**src/rtl/lb_mst_arb_if.sv**
```systemverilog
// One local-bus link: write/read request pulses with address/data, and the ack/read-data return path.
interface lb_mst_arb_if #(
  parameter int LB_DATA_WDTH = 32,
  parameter int LB_ADDR_WDTH = 32
);
  logic                    wreq;
  logic [LB_ADDR_WDTH-1:0] waddr;
  logic [LB_DATA_WDTH-1:0] wdata;
  logic                    wack;
  logic                    rreq;
  logic [LB_ADDR_WDTH-1:0] raddr;
  logic                    rack;
  logic [LB_DATA_WDTH-1:0] rdata;

  modport master (output wreq, waddr, wdata, rreq, raddr, input wack, rack, rdata);
  modport slave  (input wreq, waddr, wdata, rreq, raddr, output wack, rack, rdata);
endinterface

```
**src/rtl/lb_mst_arb.sv**
```systemverilog
// Two-master local-bus arbiter: per-master write/read slots, round-robin grant,
// single outstanding transfer on the shared bus with an ack timeout.
module lb_mst_arb #(
  parameter int                      LB_DATA_WDTH = 32,
  parameter int                      LB_ADDR_WDTH = 32,
  parameter int                      TOUT_CYC     = 255,
  parameter logic [LB_DATA_WDTH-1:0] TOUT_RDATA   = LB_DATA_WDTH'(32'hDEAD_BEEF)
) (
  input  logic                lb_clk,
  input  logic                lb_rst_n,
  lb_mst_arb_if.slave         m0,
  lb_mst_arb_if.slave         m1,
  lb_mst_arb_if.master        lb,
  output logic                tout_pulse,
  output logic [15:0]         tout_cnt,
  output logic                ovf_flag
);
  // state   | meaning
  // S_IDLE  | no transfer; grant a pending slot
  // S_ISSUE | one-cycle lb_wreq/lb_rreq pulse, timeout counter cleared
  // S_WAIT  | waiting for the matching ack or the timeout
  typedef enum logic [1:0] {
    S_IDLE  = 2'd0,
    S_ISSUE = 2'd1,
    S_WAIT  = 2'd2
  } state_t;

  localparam logic [15:0] TOUT_LIM = 16'(TOUT_CYC);

  state_t state, state_nxt;

  logic [1:0]              req_w, req_r;
  logic [LB_ADDR_WDTH-1:0] req_waddr [2];
  logic [LB_ADDR_WDTH-1:0] req_raddr [2];
  logic [LB_DATA_WDTH-1:0] req_wdata [2];

  logic [1:0]              wslot_v, rslot_v;
  logic [LB_ADDR_WDTH-1:0] wslot_addr [2];
  logic [LB_ADDR_WDTH-1:0] rslot_addr [2];
  logic [LB_DATA_WDTH-1:0] wslot_data [2];

  logic                    prio, cur_mst, cur_wr;
  logic [15:0]             tcnt;
  logic [1:0]              pend;
  logic                    grant_sel, ack_ok, tout_hit, xfer_done;
  logic [1:0]              free_w, free_r, drop;

  logic [1:0]              mack_w, mack_r;
  logic [LB_DATA_WDTH-1:0] mrdata [2];
  logic [LB_ADDR_WDTH-1:0] bus_waddr, bus_raddr;
  logic [LB_DATA_WDTH-1:0] bus_wdata;

  assign req_w        = {m1.wreq, m0.wreq};
  assign req_r        = {m1.rreq, m0.rreq};
  assign req_waddr[0] = m0.waddr;
  assign req_waddr[1] = m1.waddr;
  assign req_raddr[0] = m0.raddr;
  assign req_raddr[1] = m1.raddr;
  assign req_wdata[0] = m0.wdata;
  assign req_wdata[1] = m1.wdata;

  assign pend      = wslot_v | rslot_v;
  assign grant_sel = (pend == 2'b11) ? prio : pend[1];
  assign ack_ok    = (state != S_IDLE) && (cur_wr ? lb.wack : lb.rack);
  // an ack in the timeout cycle takes precedence over the timeout
  assign tout_hit  = (state == S_WAIT) && !ack_ok && (tcnt == TOUT_LIM);
  assign xfer_done = ack_ok || tout_hit;

  assign free_w[0] = xfer_done &&  cur_wr && !cur_mst;
  assign free_w[1] = xfer_done &&  cur_wr &&  cur_mst;
  assign free_r[0] = xfer_done && !cur_wr && !cur_mst;
  assign free_r[1] = xfer_done && !cur_wr &&  cur_mst;
  assign drop[0]   = (req_w[0] && wslot_v[0] && !free_w[0]) || (req_r[0] && rslot_v[0] && !free_r[0]);
  assign drop[1]   = (req_w[1] && wslot_v[1] && !free_w[1]) || (req_r[1] && rslot_v[1] && !free_r[1]);

  always_comb begin
    state_nxt = state;
    case (state)
      S_IDLE:  if (|pend) state_nxt = S_ISSUE;
      S_ISSUE: state_nxt = xfer_done ? S_IDLE : S_WAIT;
      S_WAIT:  if (xfer_done) state_nxt = S_IDLE;
      default: state_nxt = S_IDLE;
    endcase
  end

  always_ff @(posedge lb_clk or negedge lb_rst_n) begin
    if (!lb_rst_n) state <= S_IDLE;
    else           state <= state_nxt;
  end

  // a slot being freed this cycle may be refilled by a request in the same cycle
  always_ff @(posedge lb_clk or negedge lb_rst_n) begin
    if (!lb_rst_n) begin
      wslot_v <= '0;
      rslot_v <= '0;
      for (int i = 0; i < 2; i++) begin
        wslot_addr[i] <= '0;
        rslot_addr[i] <= '0;
        wslot_data[i] <= '0;
      end
    end else begin
      for (int i = 0; i < 2; i++) begin
        if (req_w[i] && (!wslot_v[i] || free_w[i])) begin
          wslot_v[i]    <= 1'b1;
          wslot_addr[i] <= req_waddr[i];
          wslot_data[i] <= req_wdata[i];
        end else if (free_w[i]) begin
          wslot_v[i] <= 1'b0;
        end
        if (req_r[i] && (!rslot_v[i] || free_r[i])) begin
          rslot_v[i]    <= 1'b1;
          rslot_addr[i] <= req_raddr[i];
        end else if (free_r[i]) begin
          rslot_v[i] <= 1'b0;
        end
      end
    end
  end

  always_ff @(posedge lb_clk or negedge lb_rst_n) begin
    if (!lb_rst_n) begin
      prio      <= 1'b0;
      cur_mst   <= 1'b0;
      cur_wr    <= 1'b0;
      bus_waddr <= '0;
      bus_raddr <= '0;
      bus_wdata <= '0;
      tcnt      <= '0;
    end else begin
      if ((state == S_IDLE) && (|pend)) begin
        cur_mst <= grant_sel;
        cur_wr  <= wslot_v[grant_sel];
        prio    <= ~grant_sel;
        if (wslot_v[grant_sel]) begin
          bus_waddr <= wslot_addr[grant_sel];
          bus_wdata <= wslot_data[grant_sel];
        end else begin
          bus_raddr <= rslot_addr[grant_sel];
        end
      end
      if (state == S_ISSUE)     tcnt <= '0;
      else if (state == S_WAIT) tcnt <= tcnt + 16'd1;
    end
  end

  always_ff @(posedge lb_clk or negedge lb_rst_n) begin
    if (!lb_rst_n) begin
      mack_w     <= '0;
      mack_r     <= '0;
      mrdata[0]  <= '0;
      mrdata[1]  <= '0;
      tout_pulse <= 1'b0;
      tout_cnt   <= '0;
      ovf_flag   <= 1'b0;
    end else begin
      mack_w     <= free_w;
      mack_r     <= free_r;
      tout_pulse <= tout_hit;
      if (xfer_done && !cur_wr) mrdata[cur_mst] <= ack_ok ? lb.rdata : TOUT_RDATA;
      if (tout_hit && (tout_cnt != 16'hFFFF)) tout_cnt <= tout_cnt + 16'd1;
      if (|drop) ovf_flag <= 1'b1;
    end
  end

  assign m0.wack  = mack_w[0];
  assign m1.wack  = mack_w[1];
  assign m0.rack  = mack_r[0];
  assign m1.rack  = mack_r[1];
  assign m0.rdata = mrdata[0];
  assign m1.rdata = mrdata[1];

  assign lb.wreq  = (state == S_ISSUE) &&  cur_wr;
  assign lb.rreq  = (state == S_ISSUE) && !cur_wr;
  assign lb.waddr = bus_waddr;
  assign lb.wdata = bus_wdata;
  assign lb.raddr = bus_raddr;
endmodule

```
**src/flat_wrapper.sv**
```systemverilog
// flat-port wrapper written by rule: the top's interface ports become plain ports
module lb_mst_arb_flat 
#(
  parameter int                      LB_DATA_WDTH = 32,
  parameter int                      LB_ADDR_WDTH = 32,
  parameter int                      TOUT_CYC     = 255,
  parameter logic [LB_DATA_WDTH-1:0] TOUT_RDATA   = LB_DATA_WDTH'(32'hDEAD_BEEF)
)
  (lb_clk, lb_rst_n, tout_pulse, tout_cnt, ovf_flag, m0_wreq, m0_waddr, m0_wdata, m0_rreq, m0_raddr, m0_wack, m0_rack, m0_rdata, m1_wreq, m1_waddr, m1_wdata, m1_rreq, m1_raddr, m1_wack, m1_rack, m1_rdata, lb_wreq, lb_waddr, lb_wdata, lb_rreq, lb_raddr, lb_wack, lb_rack, lb_rdata);
  lb_mst_arb_if #(.LB_DATA_WDTH(LB_DATA_WDTH), .LB_ADDR_WDTH(LB_ADDR_WDTH)) m0_i ();
  lb_mst_arb_if #(.LB_DATA_WDTH(LB_DATA_WDTH), .LB_ADDR_WDTH(LB_ADDR_WDTH)) m1_i ();
  lb_mst_arb_if #(.LB_DATA_WDTH(LB_DATA_WDTH), .LB_ADDR_WDTH(LB_ADDR_WDTH)) lb_i ();
  input  logic lb_clk;
  input  logic lb_rst_n;
  output logic tout_pulse;
  output logic [15:0] tout_cnt;
  output logic ovf_flag;
  input wire logic [$bits(m0_i.wreq)-1:0] m0_wreq;
  input wire logic [$bits(m0_i.waddr)-1:0] m0_waddr;
  input wire logic [$bits(m0_i.wdata)-1:0] m0_wdata;
  input wire logic [$bits(m0_i.rreq)-1:0] m0_rreq;
  input wire logic [$bits(m0_i.raddr)-1:0] m0_raddr;
  output wire logic [$bits(m0_i.wack)-1:0] m0_wack;
  output wire logic [$bits(m0_i.rack)-1:0] m0_rack;
  output wire logic [$bits(m0_i.rdata)-1:0] m0_rdata;
  input wire logic [$bits(m1_i.wreq)-1:0] m1_wreq;
  input wire logic [$bits(m1_i.waddr)-1:0] m1_waddr;
  input wire logic [$bits(m1_i.wdata)-1:0] m1_wdata;
  input wire logic [$bits(m1_i.rreq)-1:0] m1_rreq;
  input wire logic [$bits(m1_i.raddr)-1:0] m1_raddr;
  output wire logic [$bits(m1_i.wack)-1:0] m1_wack;
  output wire logic [$bits(m1_i.rack)-1:0] m1_rack;
  output wire logic [$bits(m1_i.rdata)-1:0] m1_rdata;
  output wire logic [$bits(lb_i.wreq)-1:0] lb_wreq;
  output wire logic [$bits(lb_i.waddr)-1:0] lb_waddr;
  output wire logic [$bits(lb_i.wdata)-1:0] lb_wdata;
  output wire logic [$bits(lb_i.rreq)-1:0] lb_rreq;
  output wire logic [$bits(lb_i.raddr)-1:0] lb_raddr;
  input wire logic [$bits(lb_i.wack)-1:0] lb_wack;
  input wire logic [$bits(lb_i.rack)-1:0] lb_rack;
  input wire logic [$bits(lb_i.rdata)-1:0] lb_rdata;
  assign m0_i.wreq = m0_wreq;
  assign m0_i.waddr = m0_waddr;
  assign m0_i.wdata = m0_wdata;
  assign m0_i.rreq = m0_rreq;
  assign m0_i.raddr = m0_raddr;
  assign m0_wack = m0_i.wack;
  assign m0_rack = m0_i.rack;
  assign m0_rdata = m0_i.rdata;
  assign m1_i.wreq = m1_wreq;
  assign m1_i.waddr = m1_waddr;
  assign m1_i.wdata = m1_wdata;
  assign m1_i.rreq = m1_rreq;
  assign m1_i.raddr = m1_raddr;
  assign m1_wack = m1_i.wack;
  assign m1_rack = m1_i.rack;
  assign m1_rdata = m1_i.rdata;
  assign lb_wreq = lb_i.wreq;
  assign lb_waddr = lb_i.waddr;
  assign lb_wdata = lb_i.wdata;
  assign lb_rreq = lb_i.rreq;
  assign lb_raddr = lb_i.raddr;
  assign lb_i.wack = lb_wack;
  assign lb_i.rack = lb_rack;
  assign lb_i.rdata = lb_rdata;
  lb_mst_arb #(.LB_DATA_WDTH(LB_DATA_WDTH), .LB_ADDR_WDTH(LB_ADDR_WDTH), .TOUT_CYC(TOUT_CYC), .TOUT_RDATA(TOUT_RDATA)) u_core (.lb_clk(lb_clk), .lb_rst_n(lb_rst_n), .m0(m0_i), .m1(m1_i), .lb(lb_i), .tout_pulse(tout_pulse), .tout_cnt(tout_cnt), .ovf_flag(ovf_flag));
endmodule
```
**config.mk**
```make
export PLATFORM = sky130hd
export DESIGN_NAME = lb_mst_arb_flat
export DESIGN_NICKNAME = d
export VERILOG_FILES = /design/src/rtl/lb_mst_arb_if.sv /design/src/rtl/lb_mst_arb.sv /design/src/flat_wrapper.sv
export SDC_FILE = /design/constraint.sdc
export NUM_CORES = 1
export LEC_CHECK = 0
export ABC_AREA = 1
export BUFFER_PORTS_ARGS = -buffer_cell sky130_fd_sc_hd__buf_2
export CAP_MARGIN = 0
export CORE_MARGIN = 5
export CORE_UTILIZATION = 36
export DETAILED_ROUTE_END_ITERATION = 10
export GPL_TIMING_DRIVEN = 0
export PLACE_DENSITY = 0.59
export SLEW_MARGIN = 30
export SYNTH_ARGS = -nofsm -noshare
export SYNTH_HDL_FRONTEND = slang
export SYNTH_SLANG_ARGS = --single-unit
export TNS_END_PERCENT = 10
```
**constraint.sdc**
```tcl
create_clock -name lb_clk -period 4.8 [get_ports lb_clk]
set_clock_uncertainty 0.1 [all_clocks]
set_input_delay 0.96 -clock lb_clk [delete_from_list [all_inputs] [get_ports lb_clk]]
set_output_delay 0.96 -clock lb_clk [all_outputs]
set_load 0.01 [all_outputs]
```
Yosys cells after proc, flatten, opt, wreduce, memory -nomap -nowiden
Index checks and enable logic that the tools add are counted.
- register bits after elaboration: 399
- output and inout bits: 184
- equality and inequality tests: 7
- order comparisons: 4
- reduce and logical (&&, ||, !) cells: 56
- $add $sub $neg: 2
- mux-type cells: 31
- bitwise operators: 5
- operators by type and width (kind ; number):
    32-bit two-way mux ; 11
    64-bit bitwise mux ; 1
    16-bit by 1-bit adder with 16-bit output (second input constant) ; 2
    32-bit demux with 1-bit select ; 1
    16-bit two-way mux ; 2
    1-bit logical AND ; 26
    16-bit by 8-bit == test with 1-bit output (second input constant) ; 1
    16-bit != test (second input constant) ; 1
    1-bit two-way mux ; 12
    2-bit nonzero test ; 6
    1-bit logical NOT ; 11
    1-bit logical OR ; 7
    2-bit two-way mux ; 3
    2-bit case mux with 3 select lines ; 1
    2-bit AND reduction ; 3
    2-bit == test (second input constant) ; 2
    2-bit greater-or-equal comparator (second input constant) ; 2
    2-bit by 1-bit != test with 1-bit output (second input constant) ; 2
    1-bit NOT with 2-bit output ; 2
    2-bit OR reduction ; 2
    2-bit by 1-bit == test with 1-bit output (second input constant) ; 1
    2-bit logical NOT ; 1
    1-bit by 2-bit < comparator with 1-bit output (second input constant) ; 1
    2-bit by 1-bit < comparator with 1-bit output (second input constant) ; 1
    2 further kinds ; 3

Longest topological paths before layout
Gate-level depths: netlist (run 1).
- word-level depth: 12
- depth in mapped cells: 15
- depth with buffers taken out: 13

Worst setup path after synthesis (run 1)
OpenSTA, ideal clock, no wires.
- path type: input to register
- start point: in lb_wack
- end point: reg u_core.rslot_addr[34] in the netlist's numbering
- path slack: 2.612 ns
- required time: 4.583 ns
- path buffers: 1
- cell stages on the path: 10
- data arrival time: 1.971 ns
- path through: nand2_1 -> a21oi_2 -> inv_2 -> nand2_4 -> nand3_2 -> nand2_2 -> nand2_2 -> buf_6 -> nand2_1 -> nand2_1
- word-level cells in the longest chain between the ends: 10
- ends and longest elaborated chain (what ; line ; text):
    start, declared ; flat_wrapper.sv:39 ; input wire logic [$bits(lb_i.wack)-1:0] lb_wack;
    1-bit two-way mux * ; lb_mst_arb.sv:64 ; assign ack_ok = (state != S_IDLE) && (cur_wr ? lb.wack : lb.rack);
    1-bit logical AND * ; lb_mst_arb.sv:64 ;
    1-bit logical NOT ; lb_mst_arb.sv:66 ; assign tout_hit = (state == S_WAIT) && !ack_ok && (tcnt == TOUT_LIM);
    1-bit logical AND (2 in series) ; lb_mst_arb.sv:66 ;
    1-bit logical OR * ; lb_mst_arb.sv:67 ; assign xfer_done = ack_ok || tout_hit;
    1-bit logical AND * (2 in series) ; lb_mst_arb.sv:71 ; assign free_r[0] = xfer_done && !cur_wr && !cur_mst;
    1-bit logical OR * ; lb_mst_arb.sv:110 ; if (req_r[i] && (!rslot_v[i] || free_r[i])) begin
    1-bit logical AND * ; lb_mst_arb.sv:110 ;
    end signal, assigned by index ; lb_mst_arb.sv:112 ; rslot_addr[i] <= req_raddr[i];
    end, declared ; lb_mst_arb.sv:39 ; logic [LB_ADDR_WDTH-1:0] rslot_addr [2];
Mark *: on every way between the ends. The rest lies on a longest branch, timed or not.
A chain may end at the register's enable or synchronous reset.

Worst setup path in the final report (run 1)
- start point: reg u_core.state[1]
- end point: out lb_rreq
- word-level cells in the longest chain between the ends: 2
- ends and longest elaborated chain (what ; line ; text):
    start, declared ; lb_mst_arb.sv:30 ; state_t state, state_nxt;
    start signal, assigned ; lb_mst_arb.sv:88 ; else state <= state_nxt;
    2-bit by 1-bit == test with 1-bit output ; lb_mst_arb.sv:173 ; assign lb.rreq = (state == S_ISSUE) && !cur_wr;
    1-bit logical AND ; lb_mst_arb.sv:173 ;
    end, declared ; flat_wrapper.sv:37 ; output wire logic [$bits(lb_i.rreq)-1:0] lb_rreq;
Every way passes these cells.

==> metrics, run 1 <==
cells after synthesis 2000; post-route cell area 0.0220 mm^2; clock-pin slew on the worst setup and hold paths 60 ps; Initial Util between 30% and 40%; Yosys top cell area share 57.8%; sequential share of power 36.5%; final antenna-violating net count 0; die area 0.0525 mm^2; status completed; CTS Hold Bufs 0; Rows 80; Ys Warns 0; final wirelength ~57000 um; Post-synth EDFFs 0; Finished Layout Cells 3133; Root Driver clkbuf_16; NetSw ~6200 uW; later-pin clock latency in the skew report around 570 ps; Slowest-stage cell, CP dfrtp_1; Top Ports 416; period utilisation layout 56.7%; final setup TNS 0 ps; Placed Instances ~3000; Tmin final ~2700 ps; CTS Buf Count 46; first-pass GRT wire length 88700 um; sw frac about two fifths; cts repair resizes 0; Total Routing Usage GR 21.1%; max-cap violation count 0; top_reg_cell synth dfrtp_1; largest net degree at the start of global routing 88; Chip Width 229 um; PwrDens 710 mW/mm^2; share of layout cells above drive strength 1 25.4%; fin. max-slew vios 0; crit path max fanout 4; Synth async-reset ratio 100%; initial antenna violation count 22; vias in the first global route 15500; Crit Path Class flip-flop to output pin; CP Capture Type output pin; worst IR drop on VDD 0.337 mV; RePlAce Congestion between 0.8 and 0.9; area grow syn2layout 27.2%; Mapped Area 0.0173 mm^2; WP data arrival 1660 ps; area leader, netlist dfrtp_1; most frequent CP cell inv_1; fmax 0.368 GHz; number of synthesized register bits between 300 and 400; worst hold path class input pin to async pin; post-synthesis cell type count 33; Crit path required time 3740 ps; Pint 9400 uW; slew margin rel. 47.7%; synthesized net count 2238; maximum clock insertion buffer count 3; Seq/Total Area, Yosys 57.8%; post-CTS setup buffers 0; # nets final 2704; DP HPWL between 40000 and 50000 um; Pleak around 0.012 uW; via density per instance 4.95; total gr overflow 0; Final Setup Violations 0; Die Ht between 200 and 250 um; Placed Instance Area around 0.02 mm^2; DR iter-0 viols 1075; cell-by-cell trace of the critical path inv_1 > ha_1 > inv_1 > nor2_1 > buf_2; CORE AREA 0.0476 mm^2; final hold viol count 0; RSZ-0062 raised after global routing no; Slowest Stage Delay on Critical Path about 400 ps; port bufs 413; CTS tree built; Comb pwr share 38.6%; Avg WL per Cell 18.1 um; # DRC 0; H-tree levels 2; syn avg cell area 8.64 um^2; Critical Path Source Type flip-flop; Slew @ Worst Pin 784 ps; Clock power frac between 20 and 25%; top cells by area, synth dfrtp_1, nand2_1, nand3_1, nor2_1, o31ai_1; via count 15500; first-pass detailed-route iteration total 5; CTS sink cnt 399
-- cell usage in the layout, fill, tap and decap left out, drive strengths merged, types with 7 or more instances in the layout --
master,Yosys,routed
or2,57,57
o31ai,64,64
clkinv,0,9
o211ai,33,33
o21ai,52,52
nand3,207,207
clkbuf,51,108
inv,58,59
dfrtp,399,399
xnor2,12,12
nor3,7,7
a21oi,10,10
nor2,175,175
bufinv,0,10
buf,72,490
nand2,781,781
diode,0,18
-- stage by stage --
stage	total power (uW)	utilization, %	hold WS (ps)	setup WS [ps]
6_report	15600	46.1	195	2080
2_1_floorplan	9350	-	334	2610
3_5_place_dp	11800	42.5	352	2040
4_1_cts	15800	46.0	181	2040
3_3_place_gp	11700	42.2	348	-5430
5_1_grt	16800	46.1	190	1940
-- cells in the mapped netlist (2+ instances only) --
cell and number:
nor2_1 175, a31oi_1 2, buf_6 14, nand4_1 6
or2_2 56, nand2_2 5, nand2_1 775, xor2_1 3
inv_2 4, o211ai_1 33, buf_2 39, buf_4 15
buf_1 4, ha_1 6, inv_1 54, xnor2_1 12
dfrtp_1 399, a21oi_1 9, clkbuf_1 51, o31ai_1 64
nor3_1 7, a211oi_1 2, nand3_2 3, o21ai_0 51
nand3_1 203
-- power by group through the flow --
stage | combinational (uW) | sequential (uW) | clock [uW]
finish | 6020 | 5690 | 3890
global route | 6780 | 5870 | 4120
CTS | 6110 | 5690 | 3970
detailed placement | 6090 | 5730 | 0
global placement | 5960 | 5700 | 0
floorplan | 3490 | 5860 | 0
-- cells by family (layout without fill, tap and decap cells) --
kind of cell / after synthesis / in the layout / synth area share, %
other: 0 / 18 / 0
XOR/XNOR: 15 / 15 / 0.761
adder cells (fa/ha/maj): 6 / 6 / 0.435
AO/OA/AOI/OAI: 165 / 165 / 6.27
buffers and inverters: 181 / 681 / 5.15
flip-flops: 399 / 399 / 57.8
AND/OR/NAND/NOR: 1234 / 1234 / 29.6
-- sequential cells by signal, summed over array words and instances, names as in the netlist, 16 cells and up --
signal	cells
u_core.tout_cnt	16
u_core.lb.raddr	32
u_core.rslot_addr	64
u_core.m1.rdata	32
u_core.wslot_data	64
u_core.wslot_addr	64
u_core.lb.wdata	32
u_core.m0.rdata	32
u_core.tcnt	16
u_core.lb.waddr	32
-- final timing paths --
path,from,endpoint,slack (ps),cells after the start
worst max-delay path,u_core.state[1],lb_rreq,2080,5
worst min-delay path,lb_rst_n,u_core.m0.rdata[6],200,1
worst max register to register,u_core.wslot_v[0],u_core.lb.waddr[5],2220,7
worst min register to register,u_core.rslot_addr[54],u_core.rslot_addr[54],360,2
max in group asynchronous,lb_rst_n,u_core.lb.waddr[11],3010,4
min in group lb_clk,u_core.rslot_addr[54],u_core.rslot_addr[54],360,2
-- final cells by class --
class | instances | area, um^2
fillers | 4671 | 25700
flip-flops and latches | 399 | 9980
multi-input cells | 1420 | 6400
repair buffers | 418 | 2210
clock buffers | 57 | 1270
well taps | 615 | 769
plain buffers | 123 | 672
clock inverters | 25 | 403
inverters | 58 | 218
diodes | 18 | 45.0
-- per-layer routing --
layer	GRT usage (%)	routed length [um]	vias up
met5	0	69	-
met1	28.4	24400	7520
met4	7.97	1730	12
met2	33.5	26600	496
li1	-	-	7392
met3	4.95	3970	104
-- critical path, delay by kind of cell, from the launching register on --
family,cells,cell delay [ps]
flops,1,400
fa+ha+maj,1,240
buf+inv,3,370
simple gates,1,90
Note: power is estimated with default switching activity, not from simulation.
==> run 2, diff against run 1 <==
==> constraint.sdc (replaced) <==
create_clock -name lb_clk -period 2.75 [get_ports lb_clk]
set_clock_uncertainty 0.1 [all_clocks]
set_input_delay 0.55 -clock lb_clk [delete_from_list [all_inputs] [get_ports lb_clk]]
set_output_delay 0.55 -clock lb_clk [all_outputs]
set_load 0.01 [all_outputs]
==> run 2 against run 1 <==
Against the previous run:
- global-route usage is essentially flat
- cell area barely moved
- register-to-register slack worse by 1900 ps
- die area unchanged
- worst hold slack lost 90 ps
- clock power increased by 74%
- non-clock buffer count is 1 higher
- first-iteration DRC count increased by 1.8%
==> metrics, run 2 (synthesis gave the netlist of run 1 again) <==
Placed Instances 3033; sw frac 39.7%; CORE AREA 0.0476 mm^2; largest net degree at the start of global routing 88; first-pass GRT wire length 88700 um; Finished Layout Cells 3132; HP Start m0_wdata[27]; initial antenna violation count 22; Slowest-stage cell, CP dfrtp_1; PwrDens about 1200 mW/mm^2; worst IR drop on VDD 0.588 mV; DP HPWL 42200 um; Worst Path Buf+Inv 3; status completed; # nets final 2705; slew margin rel. 47.4%; post-CTS setup buffers 0; Tmin final about 2400 ps; vias in the first global route roughly 16000; via count between 15000 and 20000; H-tree levels 2; final hold viol count 0; share of layout cells above drive strength 1 25.5%; Chip Width 229 um; total power between 20000 and 30000 uW; most frequent CP cell nand2_1; Initial Util 36.3%; crit-path leading delay family simple AND/OR/NAND/NOR gates; # DRC 0; final wirelength 56900 um; fill count around 4700; area grow syn2layout 27.3%; first-pass detailed-route iteration total 6; DR iter-0 viols around 1100; Largest regs u_core.rslot_addr (64), u_core.wslot_addr (64), u_core.wslot_data (64); crit path from u_core.state[0]; CP Capture Type flip-flop; Multi-input gate area around 0.0064 mm^2; highest-count cells in the layout ignoring fill and taps nand2_1, buf_2, dfrtp_1; cell-by-cell trace of the critical path inv_1 > ha_1 > nand2_1 > inv_1 > nand2_1 > nor2_1 > nand2_1 > nand2_4 > nand3_4 > nand2_2 > nand2_1 > buf_2 > nand2_1 > nand2_1; CTS tree built; reg2reg start u_core.state[0]; WP data arrival around 2800 ps; most common cell after layout, fill and taps aside nand2_1; Die Ht 229 um; fin. max-slew vios 0; clock-pin slew on the worst setup and hold paths 60 ps; Critical Path Source Type flip-flop; Pleak 0.0118 uW; CTS Buf Count 46; Top Ports 416; fmax 0.415 GHz; Final Setup Violations 0; Min Hold Slack 105 ps; maximum clock insertion buffer count 3; final setup TNS 0 ps; Pint 16400 uW; die area 0.0525 mm^2; RePlAce Congestion 0.881; crit path max fanout 10; period utilisation layout 87.6%; final antenna-violating net count 0; via density per instance about 4.9; sequential share of power between 30% and 40%; total gr overflow 0; Slowest Stage Delay on Critical Path 400 ps; Clock power frac about 25%; Comb pwr share about two fifths; Slew @ Worst Pin 789 ps; CTS sink cnt 399; Rows 80; Total Routing Usage GR about a fifth; later-pin clock latency in the skew report approximately 570 ps; RSZ-0062 raised after global routing no; NetSw 10800 uW; worst hold path class input pin to flip-flop; Avg WL per Cell 18.2 um; max-cap violation count 0; Crit path required time 3100 ps; Sequential cell area 0.00998 mm^2; Crit Path Class flip-flop to flip-flop; Root Driver clkbuf_16; port bufs 413
## run 2: changes by cell type in the layout (fill, tap and decap cells not counted), sizes merged
cell / previous run / this run
diode: 18 / 16
dlygate4sd3: 0 / 1
## run 2: metrics by stage
stage | setup slack, ps | utilization [%] | cell area (um^2)
after CTS | 33.4 | 46.1 | 21900
after global placement | -7070 | 42.2 | 20100
after detailed placement | 54.1 | 42.5 | 20300
after global routing | 108 | 46.1 | 22000
final | 342 | 46.1 | 22000
after floorplan | 790 | - | 17300
## run 2: per-layer routing
| layer | track usage (%) | up-vias | share of wire (%) |
|---|---|---|---|
| met2 | 33.5 | 484 | 47 |
| met1 | 28.4 | 7498 | 43 |
| met3 | 4.94 | 106 | 6.9 |
| met4 | 7.97 | 14 | 3.1 |
| li1 | - | 7384 | - |
| met5 | 0 | - | 0.15 |
## run 2: layout make-up
type                            instances  area share (%)
Antenna cell                           16           0.182
Tap cell                              615            3.50
Clock buffer                           57            5.79
Inverter                               58           0.990
Timing Repair Buffer                  419            10.1
Clock inverter                         25            1.83
Buffer                                123            3.06
Sequential cell                       399            45.4
Multi-Input combinational cell       1420            29.1
## run 2: tightest hold or removal path, stage by stage
cell	delay, ps
buf_2	70
nand3_1	60
nand2_1	60
## run 2: final timing paths
kind | end | slack, ps | cells after the start
min reg2reg | u_core.rslot_addr[54] | 360 | 2
max reg2reg | u_core.rslot_addr[14] | 340 | 14
min in group asynchronous | u_core.m0.rdata[6] | 380 | 2
max in group asynchronous | u_core.lb.waddr[11] | 780 | 5
max | u_core.rslot_addr[14] | 340 | 14
min | u_core.wslot_data[59] | 110 | 3
## run 2: power groups by stage
stage                     logic (uW)  registers [uW]  clock network (uW)
after floorplan                 6090           10200                   0
after global placement         10400            9940                   0
after detailed placement       10600           10000                   0
after CTS                      10700            9930                6930
after global routing           11800           10200                7190
final                          10500            9930                6780
## run 2: timing repair
item,4_1_cts,5_1_grt
resized for setup,0,2
endpoints found under the setup margin,0,34
hold buffers,1,0
hold endpoints to repair,43,0
==> run 3, diff against run 2 <==
--- a/config.mk
+++ b/config.mk
@@ -13,7 +13,8 @@
 export DETAILED_ROUTE_END_ITERATION = 10
 export GPL_TIMING_DRIVEN = 0
 export PLACE_DENSITY = 0.59
-export SLEW_MARGIN = 30
+export REMOVE_ABC_BUFFERS = 1
+export SLEW_MARGIN = 20
 export SYNTH_ARGS = -nofsm -noshare
 export SYNTH_HDL_FRONTEND = slang
 export SYNTH_SLANG_ARGS = --single-unit
==> run 3 against run 2 <==
Against the previous run:
- non-clock buffer count down 97
- cell count fell by 3.0%
- largest cell class unchanged
- maximum frequency down 10%
- worst hold slack improved by 10 ps
- die area is the same
- sequential cell count unchanged
- core utilization decreased by 0.28 points
- sequential power increased by 0.4%
- via count is 0.52% lower
- critical path type unchanged
==> metrics, run 3 (synthesis gave the netlist of run 1 again) <==
Placed Instances 2924; largest net degree at the start of global routing between 90 and 100; later-pin clock latency in the skew report 560 ps; total gr overflow 0; Root Driver clkbuf_16; initial antenna violation count 17; PwrDens 1230 mW/mm^2; fin. max-slew vios 0; Rows 80; sequential share of power between 30% and 40%; crit path max fanout 61; cell-by-cell trace of the critical path o21ai_4 > nand2_8 > buf_16 > inv_8 > buf_16 > nor2_1 > o31ai_1; maximum clock insertion buffer count 3; die area 0.0525 mm^2; DP HPWL 35500 um; max-cap violation count 0; period utilisation layout 97.8%; CTS sink cnt 399; most common cell after layout, fill and taps aside nand2_1; H-tree levels 2; Finished Layout Cells 3038; NetSw 11100 uW; Slowest Stage Delay on Critical Path 570 ps; Critical Path Source Type flip-flop; slew margin rel. approximately two fifths; post-route cell area 0.0218 mm^2; Pint 15800 uW; status completed; CORE AREA 0.0476 mm^2; Chip Width 229 um; Top Ports 416; worst hold path class input pin to flip-flop; Die Ht 229 um; final antenna-violating net count 0; CTS tree built; Tmin final 2690 ps; clock-pin slew on the worst setup and hold paths 60 ps; RePlAce Congestion 0.822; share of layout cells above drive strength 1 25.4%; final wirelength 59300 um; sw frac between 40% and 50%; fmax 0.372 GHz; first-pass detailed-route iteration total 5; Largest regs u_core.rslot_addr (64), u_core.wslot_addr (64), u_core.wslot_data (64); Final Setup Violations 0; Crit path required time 3110 ps; Placed Instance Area 0.0200 mm^2; most frequent CP cell buf_16; Pleak around 0.012 uW; via density per instance 5.07; area grow syn2layout 26.5%; Initial Util 36.3%; final hold viol count 0; # nets final 2616; port bufs between 400 and 500; CP Capture Type flip-flop; first-pass GRT wire length 90000 um; Comb pwr share 41.2%; Slowest-stage cell, CP dfrtp_1; Slew @ Worst Pin 890 ps; Total Routing Usage GR 21.5%; highest-count cells in the layout ignoring fill and taps nand2_1, buf_2, dfrtp_1; DR iter-0 viols 1280; via count 15400; WP data arrival 3050 ps; worst IR drop on VDD 0.619 mV; final setup TNS 0 ps; CTS Buf Count 45; Crit Path Class flip-flop to flip-flop; Avg WL per Cell 19.5 um; vias in the first global route 15400; Clock power frac 21.8%; # DRC 0
==> run 3: cell count changes in the layout (fill, tap and decap cells not counted), moves of 4 or more <==
cell | previous run | this run
clkbuf_1 | 55 | 7
buf_2 | 451 | 412
buf_6 | 14 | 0
nand2_4 | 1 | 11
buf_16 | 5 | 14
bufinv_16 | 10 | 1
nand2_8 | 0 | 9
nand2_1 | 774 | 766
clkbuf_8 | 6 | 12
clkinvlp_4 | 5 | 0
buf_1 | 4 | 0
nand2_2 | 6 | 2
==> run 3: power by group through the flow <==
stage | Clock [uW] | Combinational [uW] | Sequential, uW
2_1_floorplan | 0 | 5440 | 10200
3_3_place_gp | 0 | 8820 | 9780
3_5_place_dp | 0 | 10500 | 9900
4_1_cts | 6040 | 10900 | 9930
5_1_grt | 6280 | 12300 | 10300
6_report | 5880 | 11100 | 9970
==> run 3: worst paths after layout <==
kind | startpoint | end | slack, ps | depth (start not counted)
max | u_core.rslot_v[0] | u_core.lb.wdata[13] | 60 | 7
min | m0_waddr[26] | u_core.wslot_addr[58] | 120 | 3
max reg2reg | u_core.rslot_v[0] | u_core.lb.wdata[13] | 60 | 7
min reg2reg | u_core.rslot_addr[43] | u_core.rslot_addr[43] | 360 | 2
max in group asynchronous | lb_rst_n | u_core.wslot_data[31] | 780 | 5
min in group asynchronous | lb_rst_n | u_core.tout_cnt[4] | 380 | 2
==> run 3: timing repair <==
action / in CTS / in global routing
pin swaps: 7 / 1
buffers inserted: 7 / 3
resized for setup: 25 / 8
setup endpoints to repair: 350 / 174
endpoints found under the hold margin: 41 / 0
hold buffers: 1 / 0
gates cloned: 6 / 5
==> run 3: cell type report <==
type,count,area (um^2)
diodes,15,37.5
clock buffers,65,1340
clock inverters,12,100
fillers,4652,25800
inverters,58,235
multi-input cells,1429,6700
flip-flops and latches,399,9990
well taps,615,769
repair buffers,445,2670
==> run 3: through the flow <==
step                      worst slack [ps]  total power, uW  hold slack (ps)  util, %
final                                 61.2            26900              115     45.9
after CTS                            -72.6            26900             79.6     45.5
after floorplan                      -2550            15600              154        -
after global routing                 -16.1            28900             93.8     45.8
after detailed placement             -1580            20400              351     41.9
after global placement               -7340            18600              348     40.8
==> run 3: layer usage <==
metal | wire, um | vias to the layer above | global-route usage, % | part of all wire (%)
li1 | - | 7208 | - | -
met1 | 25800 | 7545 | 28.8 | 44
met2 | 27900 | 556 | 34.7 | 47
met3 | 4210 | 89 | 5.13 | 7.1
met4 | 1360 | 8 | 6.60 | 2.3
met5 | 48 | - | 0 | 0.081
==> run 3: worst max-delay path, delay by kind of cell (launching register included) <==
kind	cells	cell delay, ps
buf+inv	3	840
compound gates	2	700
flops	1	570
simple gates	2	290
